### src/rtl/sink_nch_ctrl.sv
// Drains NCH lock-stepped FIFOs into sample memories: one-shot or circular capture, abortable.
// Write lags read by FIFO_RD_LAT cycles; reads stall while any enabled FIFO is empty.
module sink_nch_ctrl #(
  parameter int NCH         = 2,
  parameter int ADDR_WIDTH  = 20,
  parameter int FIFO_RD_LAT = 1
) (
  input  logic                  clk,
  input  logic                  rstn,
  input  logic                  start_i,
  input  logic                  stop_i,
  input  logic                  mode_i,
  input  logic [NCH-1:0]        ch_en_i,
  input  logic [NCH-1:0]        empty_i,
  input  logic [ADDR_WIDTH-1:0] len_i,
  output logic                  Read_Enable_o,
  output logic                  Write_Enable_o,
  output logic [ADDR_WIDTH-1:0] addr_o,
  output logic [ADDR_WIDTH-1:0] count_o,
  output logic                  busy_o,
  output logic                  done_o,
  output logic                  wrap_o
);

  typedef enum logic [1:0] {S_IDLE, S_RUN, S_DRAIN, S_DONE} state_t;

  state_t                  state_q, state_d;
  logic [ADDR_WIDTH-1:0]   len_q, len_d;
  logic [ADDR_WIDTH-1:0]   rd_cnt_q, rd_cnt_d;
  logic [ADDR_WIDTH-1:0]   cnt_q, cnt_d;
  logic                    mode_q, mode_d;
  logic [NCH-1:0]          ch_en_q, ch_en_d;

  logic [FIFO_RD_LAT-1:0]                 vld_q;
  logic [FIFO_RD_LAT-1:0][ADDR_WIDTH-1:0] adr_q;

  logic                    stall;
  logic                    quota_ok;
  logic                    rd_en;
  logic                    last_rd;
  logic                    pending;
  logic [ADDR_WIDTH-1:0]   len_m1;

  assign len_m1   = len_q - ADDR_WIDTH'(1);
  assign stall    = |(empty_i & ch_en_q);
  // A zero-length capture must never read, even in circular mode.
  assign quota_ok = (len_q != '0) && (mode_q || (rd_cnt_q < len_q));
  assign rd_en    = (state_q == S_RUN) && !stop_i && !stall && quota_ok;
  assign last_rd  = (rd_cnt_q == len_m1);

  assign Read_Enable_o  = rd_en;
  assign Write_Enable_o = vld_q[FIFO_RD_LAT-1];
  assign addr_o         = adr_q[FIFO_RD_LAT-1];
  assign count_o        = cnt_q;
  assign busy_o         = (state_q == S_RUN) || (state_q == S_DRAIN);
  assign done_o         = (state_q == S_DONE);
  assign wrap_o         = Write_Enable_o && mode_q && (addr_o == len_m1);

  // Reads still to land next cycle: every stage except the output one.
  always_comb begin
    pending = 1'b0;
    for (int i = 0; i < FIFO_RD_LAT - 1; i++) begin
      pending = pending | vld_q[i];
    end
  end

  always_comb begin
    state_d  = state_q;
    len_d    = len_q;
    mode_d   = mode_q;
    ch_en_d  = ch_en_q;
    rd_cnt_d = rd_cnt_q;
    cnt_d    = cnt_q;

    if (Write_Enable_o) begin
      cnt_d = wrap_o ? '0 : cnt_q + ADDR_WIDTH'(1);
    end

    case (state_q)
      S_IDLE: begin
        if (start_i) begin
          len_d    = len_i;
          mode_d   = mode_i;
          ch_en_d  = ch_en_i;
          rd_cnt_d = '0;
          cnt_d    = '0;
          state_d  = S_RUN;
        end
      end
      S_RUN: begin
        if (len_q == '0) begin
          state_d = S_DONE;
        end else if (stop_i) begin
          state_d = S_DRAIN;
        end else if (rd_en) begin
          if (mode_q) begin
            rd_cnt_d = last_rd ? '0 : rd_cnt_q + ADDR_WIDTH'(1);
          end else begin
            rd_cnt_d = rd_cnt_q + ADDR_WIDTH'(1);
            if (last_rd) begin
              state_d = S_DRAIN;
            end
          end
        end
      end
      S_DRAIN: begin
        if (!pending) begin
          state_d = S_DONE;
        end
      end
      S_DONE: begin
        state_d = S_IDLE;
      end
      default: begin
        state_d = S_IDLE;
      end
    endcase
  end

  always_ff @(posedge clk or negedge rstn) begin
    if (!rstn) begin
      state_q  <= S_IDLE;
      len_q    <= '0;
      mode_q   <= 1'b0;
      ch_en_q  <= '0;
      rd_cnt_q <= '0;
      cnt_q    <= '0;
    end else begin
      state_q  <= state_d;
      len_q    <= len_d;
      mode_q   <= mode_d;
      ch_en_q  <= ch_en_d;
      rd_cnt_q <= rd_cnt_d;
      cnt_q    <= cnt_d;
    end
  end

  // Strobe/address delay line aligning the write with FIFO output data.
  always_ff @(posedge clk or negedge rstn) begin
    if (!rstn) begin
      vld_q <= '0;
      adr_q <= '0;
    end else begin
      vld_q[0] <= rd_en;
      adr_q[0] <= rd_en ? rd_cnt_q : '0;
      for (int i = 1; i < FIFO_RD_LAT; i++) begin
        vld_q[i] <= vld_q[i-1];
        adr_q[i] <= adr_q[i-1];
      end
    end
  end

endmodule

### config.mk
export PLATFORM = sky130hd
export DESIGN_NAME = sink_nch_ctrl
export DESIGN_NICKNAME = d
export VERILOG_FILES = /design/src/rtl/sink_nch_ctrl.sv
export SDC_FILE = /design/constraint.sdc
export NUM_CORES = 1
export LEC_CHECK = 0
export ABC_AREA = 1
export ABC_CLOCK_PERIOD_IN_PS = 5350
export CAP_MARGIN = 20
export CORE_MARGIN = 8
export CORE_UTILIZATION = 50
export CTS_CLUSTER_SIZE = 14
export DETAILED_ROUTE_END_ITERATION = 12
export PLACE_DENSITY = 0.78
export SLEW_MARGIN = 10
export SYNTH_ARGS = -nofsm -noshare
export SYNTH_HDL_FRONTEND = slang
export SYNTH_SLANG_ARGS = --single-unit
### constraint.sdc
create_clock -name clk -period 5.35 [get_ports clk]
set_input_delay 1.605 -clock clk [delete_from_list [all_inputs] [get_ports clk]]
set_output_delay 1.605 -clock clk [all_outputs]
set_load 0.02 [all_outputs]
==> results.tsv <==
metric	value	unit
status	complete, no violations	
post-route ant nets	0	
fin. max-slew vios	0	
vias in the first global route	5437	
Worst Path Arrival	3.14	ns
Routed WL	16900	um
RD Place Congestion	0.947	
LEAKAGE	3.25	nW
Initial DRC Count	357	
Worst-Skew Late Latency	0.35	ns
hold_sp	ch_en_q[0]$_DFFE_PN0P_	
Worst slew margin	41.6	%
Area growth syn-to-layout	19.4	%
max-cap viol count	0	
RR Startpoint	len_q[14]$_DFFE_PN0P_	
Slew @ Worst Pin	0.869	ns
Final WS setup	0.610	ns
Clk network pwr share	21.1	%
NetSw	0.00135	W
# IOs	74	
chip height	125	um
Logic pwr share	48.3	%
clock edge transition at the registers on the reported setup and hold paths	0.06	ns
largest fanout on the critical path	6	
IR Drop Worst-Case VDD	203	uV
CP Launch Type	flip-flop	
postcts setup bufs	0	
synthesis warning total	0	
CTS resizes	0	
share of cells above drive strength 1	6.84	%
antenna diode count	0	
DR DRC count	0	
htree depth	3	
# setup viols final	0	
Peak Freq	211	MHz
Net count, final	959	
TritonCTS buffer count	9	
via/cell ratio	5.32	
worst r2r path cells	16	
CP endpoint kind	primary output	
global-route wire length before repair	27200	um
Hold-fix buffers, CTS	0	
GRT Overall Usage	21.8	%
cell-internal power	0.00161	W
fillers	1103	
critical path startpoint	len_q[0]$_DFFE_PN0P_	
Final HPWL DP	13400	um
Core Box Area	11900	um2
Syn Area/Cell	7.22	um2
Hold Fails Final Rpt	0	
worst clock skew	0.00767	ns
largest net degree at the start of global routing	87	
worst reg2reg path endpoint	rd_cnt_q[18]$_DFFE_PN0P_	
Mapped Nets	885	
flop2flop setup slack	2.17	ns
Detailed Routing Iterations Pass 1	5	
unrepaired setup endpoints after global routing	no	
CTS tree	done	
Die Area	15700	um2
sequential power share	30.6	%
largest area contributor in the netlist	dfrtp_1	
Via Count	5603	
Req. time, crit path	3.74	ns
pwr dens	415	nW/um2
drt wl/cell	16.0	um
post-synthesis cell type count	42	
crit share post-route	88.6	%
initial antenna violation count	0	
buffer levels on the longest clock path	2	
root buffer cell	clkbuf_16	
Crit Path Category	flip-flop to primary output	
critical path endpoint	wrap_o	
Initial Utilization	50.4	%
area share of the largest cell type after synthesis	36.0	%
grt ovf	0	
dpl ws	0.646	ns
# rows	40	
Port Buf Inserts	73	
worst hold path class	flip-flop to flip-flop	
sequential share of the synthesized area	36.0	%
sinks on the clock net	86	
Sw Share	45.6	%
Final min period	4.74	ns
WHS	0.486	ns
final setup TNS	0	ns
die span in x	125	um
Post-Syn Instances	829	
mapped cell area	5980	um2
Seq cells post-synth	86	
Area contributors post-synth	dfrtp_1 (36%), nand2_1 (13%), nand3_1 (7.8%)	
-- power groups by stage --
| stage | Combinational (W) | Clock, W | Sequential (W) |
|---|---|---|---|
| floorplan | 0.00107 | 0 | 0.000879 |
| global placement | 0.00140 | 0 | 0.000911 |
| detailed placement | 0.00142 | 0 | 0.000910 |
| CTS | 0.00142 | 0.000639 | 0.000904 |
| global route | 0.00162 | 0.000660 | 0.000923 |
| finish | 0.00143 | 0.000626 | 0.000908 |
-- critical path: stages, from the launching register on --
cell             delay (ns)
dfrtp_1                0.41
inv_1                  0.19
ha_1                   0.28
nand2_2                0.13
nor2_4                 0.22
xor2_2                 0.21
xor2_1                 0.24
and3_1                 0.19
nand4_1                0.11
nor2_1                 0.18
clkdlybuf4s50_1        0.63
-- cell usage after synthesis (all sizes together) --
master  instances
a22o            1
and3            1
xor2           30
o211ai          1
a21oi          15
nor3b           1
nand3b          3
buf             5
nor4            6
a211o           1
nand4          22
clkinv          1
clkbuf          9
o21ai          46
nand2         217
o21a            1
inv            89
xnor2           6
dfrtp          86
ha             27
nand3          95
or2            10
nor2          137
nor3           18
xnor3           1
-- state kept, by name (all words and copies together), names as in the netlist --
name            flops
Write_Enable_o      1
addr_o             20
ch_en_q             2
count_o            20
len_q              20
mode_q              1
rd_cnt_q           20
state_q             2
-- kinds of logic after synthesis --
family / share of synthesized area (%)
DFF: 36.0
adders and majority gates: 5.65
xor gates and xnor gates: 5.77
AOI/OAI and AO/OA: 5.71
buffers and inverters: 7.15
and+or+nand+nor: 39.7
-- layout by cell type (no fill, tap or decap), drive strengths merged, types with 10 or more instances in the layout --
cell type	count
or2	10
clkbuf	13
nand3	95
nand2	217
inv	89
o21ai	46
nor2	137
xor2	30
ha	27
nor3	18
dfrtp	86
a21oi	15
clkdlybuf4s50	72
nand4	22
-- cell type report --
class | count | area [um2] | area share (%)
multi-input cells | 639 | 3400 | 47.6
inverters | 90 | 338 | 4.73
flip-flops and latches | 86 | 2150 | 30.1
clock inverters | 1 | 30.0 | 0.420
repair buffers | 77 | 778 | 10.9
clock buffers | 13 | 260 | 3.64
well taps | 147 | 184 | 2.57
-- how the worst min path moves through the flow --
stage	endpoint	cells after the start	slack [ns]
6_report	ch_en_q[0]$_DFFE_PN0P_	2	0.49
5_1_grt	ch_en_q[0]$_DFFE_PN0P_	2	0.50
4_1_cts	ch_en_q[1]$_DFFE_PN0P_	2	0.49
3_5_place_dp	ch_en_q[1]$_DFFE_PN0P_	2	0.47
3_3_place_gp	ch_en_q[0]$_DFFE_PN0P_	2	0.47
2_1_floorplan	ch_en_q[0]$_DFFE_PN0P_	2	0.45
-- per-stage QoR --
step | util (%) | std cells | area (um2) | total power [W]
final | 60.2 | 1053 | 7140 | 0.00296
after global routing | 60.2 | 1053 | 7140 | 0.00320
after CTS | 60.0 | 1052 | 7120 | 0.00297
after detailed placement | 57.6 | 1038 | 6830 | 0.00233
after global placement | 57.6 | 1038 | 6830 | 0.00231
after floorplan | - | 829 | 5980 | 0.00195
-- per-layer routing --
metal	routed length [um]	vias up	global-route usage (%)
met2	7940	171	36.0
met3	983	29	3.82
met4	459	0	10.2
li1	-	2832	-
met5	0	-	0
met1	7500	2571	27.2
No activity file was read; power rests on OpenSTA's default activity.
